## config.mk

```make
export PLATFORM = sky130hd
export DESIGN_NAME = serial_pattern_gen
export DESIGN_NICKNAME = d
export VERILOG_FILES = /design/src/rtl/serial_pattern_gen.sv
export SDC_FILE = /design/constraint.sdc
export NUM_CORES = 1
export LEC_CHECK = 0
export BUFFER_PORTS_ARGS = -buffer_cell sky130_fd_sc_hd__buf_2
export CAP_MARGIN = 5
export CORE_UTILIZATION = 59
export DETAILED_ROUTE_END_ITERATION = 6
export GPL_ROUTABILITY_DRIVEN = 1
export PLACE_DENSITY_LB_ADDON = 0.05
export SLEW_MARGIN = 20
export SYNTH_ARGS = -nofsm -noshare
export SYNTH_HDL_FRONTEND = slang
export SYNTH_SLANG_ARGS = --single-unit
```

## constraint.sdc

```tcl
create_clock -name clk -period 2.8 [get_ports clk]
set_clock_uncertainty 0.1 [all_clocks]
set_input_delay 0.84 -clock clk [delete_from_list [all_inputs] [get_ports clk]]
set_output_delay 0.84 -clock clk [all_outputs]
set_load 0.005 [all_outputs]
```

## src/rtl/serial_pattern_gen.sv

```systemverilog
// Serial pattern generator: accepts a parallel word over valid/ready and
// shifts it out MSB-first on x, one bit per clock, optionally repeating it.
module serial_pattern_gen #(
  parameter int WIDTH = 16,
  parameter int LEN_W = 5,
  parameter int GAP   = 0
) (
  input  logic             clk,
  input  logic             rst,
  input  logic             in_valid,
  output logic             in_ready,
  input  logic [WIDTH-1:0] in_data,
  input  logic [LEN_W-1:0] in_len,
  input  logic             in_repeat,
  input  logic             stop,
  output logic             x,
  output logic             x_valid,
  output logic [LEN_W-1:0] bit_cnt,
  output logic             busy,
  output logic             done
);

  // state  | meaning
  // S_IDLE | waiting for a word; in_ready=1
  // S_SEND | driving one pattern bit per cycle on x
  // S_GAP  | idle spacing between repetitions (GAP>0 only)
  typedef enum logic [1:0] {S_IDLE, S_SEND, S_GAP} state_t;

  localparam logic [LEN_W-1:0] WIDTH_L = LEN_W'(WIDTH);
  localparam int               GAP_W   = (GAP > 1) ? $clog2(GAP) : 1;
  localparam logic [GAP_W-1:0] GAP_LOAD = (GAP > 0) ? GAP_W'(GAP - 1) : '0;

  state_t           state_q, state_d;
  logic [WIDTH-1:0] shreg_q, shreg_d;
  logic [WIDTH-1:0] saved_q, saved_d;
  logic [LEN_W-1:0] len_q, len_d;
  logic             rep_q, rep_d;
  logic [GAP_W-1:0] gap_q, gap_d;
  logic             x_d, x_valid_d, busy_d, done_d;
  logic [LEN_W-1:0] bit_cnt_d;

  logic [LEN_W-1:0] len_in;
  logic [WIDTH-1:0] word_in;
  logic             last_bit;
  logic             rep_live;

  // Words are stored left-aligned so the first bit is always at the MSB.
  assign len_in   = (in_len == '0 || in_len > WIDTH_L) ? WIDTH_L : in_len;
  assign word_in  = in_data << (WIDTH_L - len_in);
  assign last_bit = (bit_cnt == len_q - LEN_W'(1));
  assign rep_live = rep_q & ~stop;
  assign in_ready = (state_q == S_IDLE);

  always_comb begin
    state_d   = state_q;
    shreg_d   = shreg_q;
    saved_d   = saved_q;
    len_d     = len_q;
    rep_d     = rep_q;
    gap_d     = gap_q;
    x_d       = 1'b0;
    x_valid_d = 1'b0;
    bit_cnt_d = '0;
    busy_d    = 1'b0;
    done_d    = 1'b0;
    case (state_q)
      S_IDLE: begin
        if (in_valid) begin
          state_d   = S_SEND;
          saved_d   = word_in;
          len_d     = len_in;
          rep_d     = in_repeat;
          x_d       = word_in[WIDTH-1];
          shreg_d   = word_in << 1;
          x_valid_d = 1'b1;
          busy_d    = 1'b1;
        end
      end
      S_SEND: begin
        rep_d  = rep_live;
        busy_d = 1'b1;
        if (!last_bit) begin
          x_d       = shreg_q[WIDTH-1];
          shreg_d   = shreg_q << 1;
          x_valid_d = 1'b1;
          bit_cnt_d = bit_cnt + LEN_W'(1);
        end else if (rep_live && GAP == 0) begin
          x_d       = saved_q[WIDTH-1];
          shreg_d   = saved_q << 1;
          x_valid_d = 1'b1;
        end else if (rep_live) begin
          state_d = S_GAP;
          gap_d   = GAP_LOAD;
        end else begin
          state_d = S_IDLE;
          busy_d  = 1'b0;
          done_d  = 1'b1;
        end
      end
      S_GAP: begin
        rep_d = rep_live;
        if (!rep_live) begin
          state_d = S_IDLE;
          done_d  = 1'b1;
        end else if (gap_q == '0) begin
          state_d   = S_SEND;
          x_d       = saved_q[WIDTH-1];
          shreg_d   = saved_q << 1;
          x_valid_d = 1'b1;
          busy_d    = 1'b1;
        end else begin
          gap_d  = gap_q - GAP_W'(1);
          busy_d = 1'b1;
        end
      end
      default: state_d = S_IDLE;
    endcase
  end

  always_ff @(posedge clk or posedge rst) begin
    if (rst) begin
      state_q <= S_IDLE;
      shreg_q <= '0;
      saved_q <= '0;
      len_q   <= '0;
      rep_q   <= 1'b0;
      gap_q   <= '0;
      x       <= 1'b0;
      x_valid <= 1'b0;
      bit_cnt <= '0;
      busy    <= 1'b0;
      done    <= 1'b0;
    end else begin
      state_q <= state_d;
      shreg_q <= shreg_d;
      saved_q <= saved_d;
      len_q   <= len_d;
      rep_q   <= rep_d;
      gap_q   <= gap_d;
      x       <= x_d;
      x_valid <= x_valid_d;
      bit_cnt <= bit_cnt_d;
      busy    <= busy_d;
      done    <= done_d;
    end
  end

endmodule
```

# == Yosys cells after proc, flatten, opt, wreduce, memory -nomap -nowiden ==
# Index checks and enable logic that the tools add are counted.
# classes
n_bitwise,2
eq_ne,10
add_sub_neg,4
magnitude_cmp,1
shifts,1
reduce_logical,11
n_mux,34
# ops
cell,n
$mux 16,5
$pmux 16 s3,1
$shl 16x5->16,1
$mux 5,3
$mux 1,14
$mux 2,5
$ne 2x2->1 const B,5
$pmux 1 s3,3
$ne 3x3->1 const B,2
$pmux 2 s3,1
$reduce_and 2->1,3
$add 5x1->5 const B,1
$eq 5x5->1,1
$gt 5x5->1 const B,1
$logic_not 5->1,1
$reduce_and 5->1,1
$sub 5x1->5 const B,1
$sub 5x5->5 const A,1
$pmux 1 s2,2
$reduce_and 4->1,1
$reduce_bool 3->1,1
$eq 2x1->1 const B,1
$eq 2x2->1 const B,1
$logic_not 2->1,1
other kinds (6),6
# word_totals
ff_bits,50
in_bits,26
out_inout_bits,10

# == Longest topological paths before layout ==
# logic_depth
word_depth,7
ltp_mapped,16
depth_no_buf,11

# == Worst setup path after synthesis ==
# No wires, ideal clock.
# synth_timing
path_kind,input port to flip-flop
from,in in_len[2]
to,reg shreg_q[9]
cell_stages,16
arrival_ns,4.081
setup_time_ns,0.121
slack_ns,-1.502
cell_sequence,buf_2 > or4_1 > ha_1 > and2b_1 > buf_6 > inv_4 > buf_6 > ha_1 > buf_2 > buf_2 > mux2i_1 > nor2_1 > mux2_2 > a211o_1 > a21o_1 > a22o_1
# synth_between
elab_chain_cells,7
word_cells_on_any_way,8
# synth_rtl
item,line_no,rtl
"start, declared",13,"input logic [LEN_W-1:0] in_len,"
$gt 5x5->1 or $logic_not 5->1 (tied branches),48,assign len_in = (in_len == '0 || in_len > WIDTH_L) ? WIDTH_L : in_len;
$logic_or 1x1->1,48,
$mux 5 *,48,
$sub 5x5->5 *,49,assign word_in = in_data << (WIDTH_L - len_in);
$shl 16x5->16 *,49,
$mux 16 *,68,if (in_valid) begin
$pmux 16 s3 *,66,case (state_q)
"end signal, assigned",135,shreg_q <= shreg_d;
"end, declared",34,"logic [WIDTH-1:0] shreg_q, shreg_d;"
# Mark *: on every way between the ends. The rest lies on a longest branch, timed or not. The select of a mux whose other input is x is not followed.
# A chain may end at the register's enable or synchronous reset.

# == Final worst setup path ==
# layout_timing
from,in in_len[0]
to,reg shreg_q[15]
# Same word-level chain as after synthesis.

==> metrics.yaml <==
r2r-end: "shreg_q[14]$_DFFE_PP0P_"
cp.arrival_ns: 3.67
fin_cells: 476
grt_pass1_vias: 2723
powerDensity_nw_per_um2: 749
ys_ff_latch: 46
endpoint_kind: "flip-flop"
hold_slack_ns: 0.388
numClockSinks: 46
cap_violations: 0
layout_setup_ws_ns: -0.739
min_path_cells: 2
grt_antenna_before_repair: 0
synthAdderAreaFrac_pct: 1.59
crit_type: "in -> reg"
holdCritPathClass: "reg -> reg"
vias_per_cell: 6.14
max_freq_ghz: 0.283
synth_mux_area_share_pct: 20.0
die_y_um: 75.0
mostFrequentLayoutCells: "dfrtp_1 (46), buf_4 (43), nand2_1 (37)"
synthCells: 325
via_count: 2925
holdCritStartpoint: "saved_q[12]$_DFFE_PP0P_"
final_common_cell: "dfrtp_1"
worstSetupStartpointType: "primary input"
ios: 36
cts-root-buf: "clkbuf_8"
reg2reg_depth: 10
synth_top_family_by_area: "multiplexers"
hold_violations: 0
ys_seq_area_share_pct: 36.6
clk_latency_ns: 0.30
crit_slowest_cell: "or4_4"
violations: "negative setup slack"
synth_cell_types: 58
cts_tree: "yes"
rsz0062_at_grt: "yes"
ys_async_sr_fraction_pct: 100
setup_viol_count_final: 32
n_antenna_cell: 0
cts_hold_buf: 0
gp_congestion: 0.937
slowest_delay_ns: 0.54
synthXorXnorAreaFrac_pct: 3.58
syn_area_um2: 3140
ff2ff_setup_slack_ns: 0.22
max_slew_margin_pct: 49.9
port_buffers: 35
syn2layout_area_growth_pct: 36.4
yosys_warnings: 0
start_util_pct: 61.5
r2r-start: "len_q[0]$_DFFE_PP0P_"
ant_nets: 0
status: "finished with violations"
dieArea_um2: 5620
fill_cells: 278
p_leak_uw: 0.00197
synth_ff_type: "dfrtp_1"
required_ns: 2.93
period_needed_ns: 3.54
crit_chain: "buf_6 -> or4_4 -> ha_4 -> and2b_2 -> inv_8 -> ha_4 -> buf_8 -> or4bb_1 -> o21ai_2 -> mux2i_2 -> o22ai_1 -> mux2i_1 -> o21ai_1"
cts_made_buffers: 5
syn_nets: 355
routed_wl_um: 8680
avgSynthCellArea_um2: 9.67
tightest_slew_ns: 0.750
wl_per_cell_um: 18.2
placedCellCount: 452
synth_compound_area_share_pct: 17.1
core_um2: 5110
post-dp-hpwl_um: 5830
period_share_pct: 126
synthSimpleGateAreaFrac_pct: 15.7
firstDrtPassIters: 4
grt_pass1_wl_um: 12900
maxSlewViolCount: 0
crit_path_frequent_cell: "ha_4"
htreeDepth: 2
track_usage_pct: 31.0
drc: 0
fp.dieW_um: 75.0
final_nets: 435
dr.first_iter.drc_count: 216
cts.path.max_buffers: 2
whs_endpoint: "saved_q[12]$_DFFE_PP0P_"
synth_edf_count: 0
crit_fanout: 7
drive_above_1_share_pct: 44.8
path_clk_slew_ns: 0.09
ir_drop_uv: 452
rows: 26
grt.overflow.total: 0
grt_max_degree: 38
[routing by layer]
layer / track usage [%] / vias up / routed length [um]
li1: - / 1331 / -
met1: 41.4 / 1443 / 3620
met2: 47.7 / 123 / 4310
met3: 6.69 / 28 / 487
met4: 15.7 / 0 / 259
met5: 0 / - / 0
[registers in the layout, indices dropped and copies added, names as in the netlist]
signal and cells:
x 1, bit_cnt 5, busy 1, rep_q 1
saved_q 16, shreg_q 15, done 1, state_q 1
len_q 5
[cells in the mapped netlist (all sizes together), types with 2 or more instances]
| library cell | count | area (um^2) |
|---|---|---|
| dfrtp | 46 | 1150 |
| nand2 | 39 | 146 |
| nor2 | 31 | 116 |
| mux2i | 23 | 230 |
| o21ai | 18 | 90.1 |
| mux2 | 15 | 173 |
| buf | 14 | 87.6 |
| inv | 13 | 51.3 |
| nand3 | 13 | 65.1 |
| mux4 | 10 | 225 |
| a21oi | 8 | 40.0 |
| nand2b | 8 | 50.1 |
| clkbuf | 7 | 26.3 |
| xnor2 | 7 | 68.8 |
| a21o | 6 | 45.0 |
| a22o | 6 | 52.6 |
| a221oi | 5 | 50.0 |
| o31ai | 5 | 37.5 |
| xor2 | 5 | 43.8 |
| a211oi | 4 | 30.0 |
| ha | 4 | 50.1 |
| nor3 | 4 | 20.0 |
| a31oi | 2 | 12.5 |
| and2 | 2 | 12.5 |
| and3 | 2 | 12.5 |
| nor2b | 2 | 12.5 |
| o221a | 2 | 22.5 |
| o221ai | 2 | 17.5 |
[final cells by class]
class                           instances  area, um^2  share of cell area, %
Multi-Input combinational cell        244        2190                   51.1
Sequential cell                        46        1150                   26.9
Timing Repair Buffer                   94         706                   16.5
Tap cell                               70        87.6                   2.04
Clock buffer                            6        72.6                   1.69
Inverter                               14        65.1                   1.52
Clock inverter                          2        13.8                  0.321
[logic make-up after synthesis]
group	Yosys count
AND/OR/NAND/NOR	108
AO/OA/AOI/OAI	72
multiplexers	48
flip-flops	46
buffers and inverters	35
XOR/XNOR	12
adder cells (fa/ha/maj)	4
[stage by stage]
step	setup slack (ns)	setup TNS [ns]	area (um^2)	total power, uW	utilization [%]
2_1_floorplan	-1.12	-27.02	3340	2200	-
3_3_place_gp	-1.12	-28.86	3790	2570	74.3
3_5_place_dp	-1.21	-30.55	3790	2620	74.3
4_1_cts	-0.662	-17.52	4070	3090	79.7
5_1_grt	-0.798	-20.72	4280	3430	83.9
6_report	-0.739	-19.02	4280	3210	83.9
[how the worst max path moves through the flow]
stage | slack [ns] | from | end | cells past startpoint
finish | -0.74 | in_len[0] | shreg_q[15]$_DFFE_PP0P_ | 13
global route | -0.80 | in_len[1] | shreg_q[7]$_DFFE_PP0P_ | 14
floorplan | -1.12 | in_len[2] | shreg_q[9]$_DFFE_PP0P_ | 16
detailed placement | -1.21 | in_len[0] | shreg_q[10]$_DFFE_PP0P_ | 11
CTS | -0.66 | in_len[0] | shreg_q[11]$_DFFE_PP0P_ | 11
global placement | -1.12 | in_len[0] | shreg_q[10]$_DFFE_PP0P_ | 11
[power breakdown]
part	switching, uW	internal (uW)
sequential	188	926
combinational	847	854
clock	217	176
total	1250	1960
[repair_timing]
action | 4_1_cts | 5_1_grt
setup endpoints to repair | 32 | 32
setup buffers | 9 | 8
pin swaps | 15 | 19
gates resized for setup | 30 | 33
[worst max-delay path, delay by kind of cell]
family,cells,cell delay (ns)
buffers and inverters,3,0.30
and+or+nand+nor,3,1.29
muxes,2,0.24
adders and majority gates,2,0.52
AOI/OAI and AO/OA,3,0.46
Note: power is estimated with default switching activity, not from simulation.
